### config.mk
export PLATFORM = sky130hd
export DESIGN_NAME = freq_div_prog
export DESIGN_NICKNAME = d
export VERILOG_FILES = /design/src/rtl/freq_div_prog.sv
export SDC_FILE = /design/constraint.sdc
export NUM_CORES = 1
export LEC_CHECK = 0
export CORE_MARGIN = 5
export CORE_UTILIZATION = 58
export DETAILED_ROUTE_END_ITERATION = 12
export PLACE_DENSITY = 0.79
export REMOVE_ABC_BUFFERS = 1
export SKIP_CTS_REPAIR_TIMING = 1
export SYNTH_ARGS = -nofsm -noshare
export SYNTH_HDL_FRONTEND = slang
export SYNTH_SLANG_ARGS = --single-unit
### constraint.sdc
create_clock -name clk -period 2.5 [get_ports clk]
set_clock_uncertainty 0.05 [all_clocks]
set_input_delay 0.375 -clock clk [delete_from_list [all_inputs] [get_ports clk]]
set_output_delay 0.375 -clock clk [all_outputs]
set_load 0.1 [all_outputs]
### src/rtl/freq_div_prog.sv
// ---------------------------------------------------------------------------
// freq_div_prog
//
// Run-time programmable clock divider with a free-running display scan
// counter. Produces a registered 50%-duty divided clock (clk_out) whose
// half-period is term+1 clk cycles. A new terminal count can be loaded at
// any time. It only takes effect at a terminal count, so clk_out never
// glitches or produces a short phase.
//
// Optional feature macro: FREQ_DIV_TICK_EN
//   defined   : tick pulses for one cycle each time clk_out has just risen
//   undefined : tick is tied to 0 and its register is not built
//
// Parameters
//   CNT_W        width of the divider counter and of div_val
//   DIV_DEFAULT  half-period terminal count loaded at reset
//   SCAN_W       width of clk_ssd (2**SCAN_W display digits)
//   SCAN_SHIFT   clk_ssd advances once every 2**SCAN_SHIFT clk cycles
//
// Ports
//   clk        in   system clock, rising edge
//   reset      in   synchronous active-high reset
//   en         in   1: divider counts, 0: divider and clk_out hold
//   div_load   in   one-cycle strobe that captures div_val
//   div_val    in   new terminal count (half-period = div_val+1 cycles)
//   load_pend  out  a captured divisor is waiting for the next terminal
//   clk_out    out  divided clock, registered
//   tick       out  one-cycle pulse on each clk_out 0->1
//   clk_ssd    out  display scan select, free-running
//
// Load interface: div_load is a fire-and-forget strobe with no ready.
// Every cycle with div_load=1 is accepted. If several loads arrive before a
// terminal count, the last one wins. load_pend reports that a value is
// parked and not yet applied.
// ---------------------------------------------------------------------------
module freq_div_prog #(
    parameter int unsigned          CNT_W       = 26,
    parameter logic [CNT_W-1:0]     DIV_DEFAULT = CNT_W'(49_999_999),
    parameter int unsigned          SCAN_W      = 2,
    parameter int unsigned          SCAN_SHIFT  = 15
) (
    input  logic              clk,
    input  logic              reset,
    input  logic              en,
    input  logic              div_load,
    input  logic [CNT_W-1:0]  div_val,
    output logic              load_pend,
    output logic              clk_out,
    output logic              tick,
    output logic [SCAN_W-1:0] clk_ssd
);

    localparam int unsigned SC_W = SCAN_W + SCAN_SHIFT;

    logic [CNT_W-1:0] q;
    logic [CNT_W-1:0] term;
    logic [CNT_W-1:0] pending;
    logic             pend_r;
    logic             clk_out_r;
    logic [SC_W-1:0]  scan;
    logic             terminal;

    // The terminal count only counts while enabled. A paused divider never
    // toggles and never applies a parked divisor.
    assign terminal = en && (q == term);

    // Divider counter, divided clock and divisor update
    always_ff @(posedge clk) begin
        if (reset) begin
            q         <= '0;
            clk_out_r <= 1'b0;
            term      <= DIV_DEFAULT;
            pending   <= '0;
            pend_r    <= 1'b0;
        end else if (terminal) begin
            q         <= '0;
            clk_out_r <= ~clk_out_r;
            // A load landing on the terminal cycle takes priority over a
            // parked value, so it applies immediately rather than one
            // half-period later.
            if (div_load) begin
                term <= div_val;
            end else if (pend_r) begin
                term <= pending;
            end
            pend_r    <= 1'b0;
        end else begin
            if (en) begin
                q <= q + CNT_W'(1);
            end
            if (div_load) begin
                pending <= div_val;
                pend_r  <= 1'b1;
            end
        end
    end

    // Scan counter runs regardless of en so the display keeps refreshing
    // while the divider is paused.
    always_ff @(posedge clk) begin
        if (reset) begin
            scan <= '0;
        end else begin
            scan <= scan + SC_W'(1);
        end
    end

`ifdef FREQ_DIV_TICK_EN
    logic tick_r;

    // The rising edge of clk_out happens on a terminal cycle while clk_out
    // is still low. Registering that condition aligns tick with the first
    // high cycle of clk_out.
    always_ff @(posedge clk) begin
        if (reset) begin
            tick_r <= 1'b0;
        end else begin
            tick_r <= terminal && !clk_out_r;
        end
    end

    assign tick = tick_r;
`else
    assign tick = 1'b0;
`endif

    assign load_pend = pend_r;
    assign clk_out   = clk_out_r;
    assign clk_ssd   = scan[SC_W-1 -: SCAN_W];

endmodule
==> results.sh <==
export IMPL_path_buf_inv=0
export IMPL_maxSlewViolCount=0
export IMPL_timing_final_crit_share_pct=92.2
export IMPL_antenna_violations_before_repair=0
export IMPL_synth_edff_count=0
export IMPL_finalNetCount=569
export IMPL_place_detailed_instances=631
export IMPL_setup_worst_path_end_class="flop"
export IMPL_synthesis_stage_register_bit_count=97
export IMPL_number_of_clock_buffers_inserted_by_tritoncts=9
export IMPL_setup_repair_after_global_routing_missed_its_margin="no"
export IMPL_worstPathMaxFanout=8
export IMPL_timing_hold_violations_final=0
export IMPL_core_area_mm2=0.00809
export IMPL_clkTransAtPathRegs_ps=100
export IMPL_number_of_antenna_diodes=0
export IMPL_drtPass1Iterations=4
export IMPL_timing_critical_path_arrival_ps=2460
export IMPL_grt_use_total_pct=19.9
export IMPL_detailedPlacementHpwl_um=6690
export IMPL_final_setup_viol_count=0
export IMPL_route_vias_total=3579
export IMPL_viasPerCell=5.53
export IMPL_critPathTopFamily="simple AND/OR/NAND/NOR gates"
export IMPL_fin_setup_tns_ps=0
export IMPL_floorplan_die_area_mm2=0.0101
export IMPL_cts_tree="done"
export IMPL_critPathMaxStageDelay_ps=570
export IMPL_crit_path_start_kind="flop"
export IMPL_power_per_cell_area_mw_per_mm2=527
export IMPL_initial_utilization_pct=58.7
export IMPL_num_rows=33
export IMPL_grt_max_degree=39
export IMPL_netlist_area_leader_share_pct=40.9
export IMPL_synth_warnings=0
export IMPL_clkLatencyLatePin_ps=360
export IMPL_grt_first_pass_wirelength_um=16200
export IMPL_die_height_um=101
export IMPL_total_power_mw=2.79
export IMPL_postSynthAreaPerCell_um2=9.18
export IMPL_layout_drive_gt1_share_pct=8.12
export IMPL_dpl_ws_ps=140
export IMPL_finish_cell_count_without_fillers=647
export IMPL_worst_path_max_delay_cell="sky130_fd_sc_hd__or4_4"
export IMPL_fmax_ghz=0.434
export IMPL_yosysSeqAreaShare_pct=40.9
export IMPL_required_time_at_the_worst_slack_endpoint_ps=2650
export IMPL_max_clock_path_buffers=2
export IMPL_area_growth_syn_to_layout_pct=11.6
export IMPL_post_dp_cell_area_mm2=0.00513
export IMPL_globalplace_congestion=0.845
export IMPL_layout_commonest_cell="sky130_fd_sc_hd__dfxtp_1"
export IMPL_most_common_layout_cells="sky130_fd_sc_hd__dfxtp_1, sky130_fd_sc_hd__nor2_1, sky130_fd_sc_hd__mux2i_1"
export IMPL_final_antenna_net_count=0
export IMPL_routed_wirelength_um=9430
export IMPL_chipWidth_um=101
export IMPL_tightest_slew_ps=582
export IMPL_cts_max_level=3
export IMPL_critical_path_class="reg -> reg"
export IMPL_postLayoutCellArea_mm2=0.00531
export IMPL_crit_chain="xnor2_1, nand4_1, or4_4, nor2_1, a311oi_1"
export IMPL_synth_main_ff_cell="sky130_fd_sc_hd__dfxtp_1"
export IMPL_synth_largest_area_cell="sky130_fd_sc_hd__dfxtp_1"
export IMPL_period_needed_ps=2310
export IMPL_grt_ovfl_total=0
export IMPL_max_vdd_ir_drop_uv=349
export IMPL_routed_length_per_instance_um=14.6
export IMPL_number_of_ports_placed_on_the_die_boundary=35
export IMPL_drt_iter0_drc=140
export IMPL_syn_area_mm2=0.00475
export IMPL_hold_path_class="reg -> reg"
export IMPL_tritoncts_num_sinks=97
export IMPL_run_status="complete, no violations"
export IMPL_p_leak_nw=1.96
export IMPL_clk_root_buffer_cell="sky130_fd_sc_hd__clkbuf_8"
export IMPL_ff2ff_setup_slack_ps=190
export IMPL_synth_top_cells_by_area="sky130_fd_sc_hd__dfxtp_1, sky130_fd_sc_hd__mux2i_1, sky130_fd_sc_hd__xnor2_1, sky130_fd_sc_hd__nand2b_1, sky130_fd_sc_hd__nor2_1"
export IMPL_drt_drc_violations_left=0
export IMPL_grt_pass1_vias=3503
export IMPL_fin_hold_ws_ps=422
export IMPL_ffs_w_async_s_r_synth_pct=0
export IMPL_post_route_worst_setup_slack_ps=194
export IMPL_final_core_utilization_pct=65.6
export IMPL_io_buffer_count=33
export IMPL_yosys_cell_types_count=39
export IMPL_synthesis_instances=518
export IMPL_cap_violations=0
export IMPL_max_slew_margin_pct=61.0
cells in the mapped netlist, types with 2 or more instances:
cell type and instances:
sky130_fd_sc_hd__a211oi_1 18, sky130_fd_sc_hd__a21oi_1 5, sky130_fd_sc_hd__a311oi_1 8, sky130_fd_sc_hd__a31oi_1 8, sky130_fd_sc_hd__and2_1 2, sky130_fd_sc_hd__and3_1 3
sky130_fd_sc_hd__and4_1 3, sky130_fd_sc_hd__buf_2 7, sky130_fd_sc_hd__buf_4 7, sky130_fd_sc_hd__buf_6 2, sky130_fd_sc_hd__clkbuf_1 19, sky130_fd_sc_hd__clkbuf_2 2
sky130_fd_sc_hd__dfxtp_1 97, sky130_fd_sc_hd__ha_1 2, sky130_fd_sc_hd__inv_1 6, sky130_fd_sc_hd__mux2i_1 53, sky130_fd_sc_hd__nand2_1 12, sky130_fd_sc_hd__nand2b_1 52
sky130_fd_sc_hd__nand3_1 14, sky130_fd_sc_hd__nand3_2 2, sky130_fd_sc_hd__nand4_1 17, sky130_fd_sc_hd__nor2_1 61, sky130_fd_sc_hd__nor2b_1 20, sky130_fd_sc_hd__nor3_1 7
sky130_fd_sc_hd__nor4_1 7, sky130_fd_sc_hd__o21ai_0 5, sky130_fd_sc_hd__or3_1 7, sky130_fd_sc_hd__xnor2_1 47, sky130_fd_sc_hd__xor2_1 15
final timing paths:
kind | start | to | cells past startpoint
worst min-delay path | pending[23]$_SDFFE_PP0P_ | pending[23]$_SDFFE_PP0P_ | 2
worst max-delay path | q[7]$_SDFFE_PP0P_ | term[11]$_SDFFE_PP0P_ | 5
worst min register to register | pending[23]$_SDFFE_PP0P_ | pending[23]$_SDFFE_PP0P_ | 2
worst max register to register | q[7]$_SDFFE_PP0P_ | term[11]$_SDFFE_PP0P_ | 5
power by group:
group          total, mW  internal, mW  switching, mW
Sequential          1.60          1.58         0.0199
Clock              0.935         0.370          0.565
Combinational      0.261         0.129          0.132
Total               2.79          2.08          0.717
routing by layer:
metal  part of all wire, %  GRT usage, %  vias to the layer above
met5                     0             0                        -
met2                    48          33.7                       58
met3                   3.5          3.32                       16
met1                    46          25.7                     1702
li1                      -             -                     1803
met4                   2.1          7.05                        0
tightest hold or removal path, cell delays in order, from the launching register on:
cell                       delay (ps)
sky130_fd_sc_hd__dfxtp_1          320
sky130_fd_sc_hd__nand2b_1          60
sky130_fd_sc_hd__mux2i_1           50
flip-flops by register name (all words and copies together), names as in the netlist:
register   count
term          26
load_pend      1
q             26
clk_out        1
scan          17
pending       26
final cells by class:
type	count	area, um^2
inverters	6	22.5
clock buffers	9	124
flip-flops and latches	97	1940
well taps	105	131
repair buffers	47	440
fillers	704	2790
clock inverters	7	55.1
multi-input cells	376	2590
kinds of logic after synthesis:
| family | synth area share [%] |
|---|---|
| AND/OR/NAND/NOR | 24.3 |
| XOR/XNOR | 11.4 |
| buffers and inverters | 4.90 |
| other | 0.0789 |
| adder cells (fa/ha/maj) | 0.526 |
| flip-flops | 40.9 |
| multiplexers | 11.2 |
| AO/OA/AOI/OAI | 6.74 |
Power figures use the tool's default switching activity.
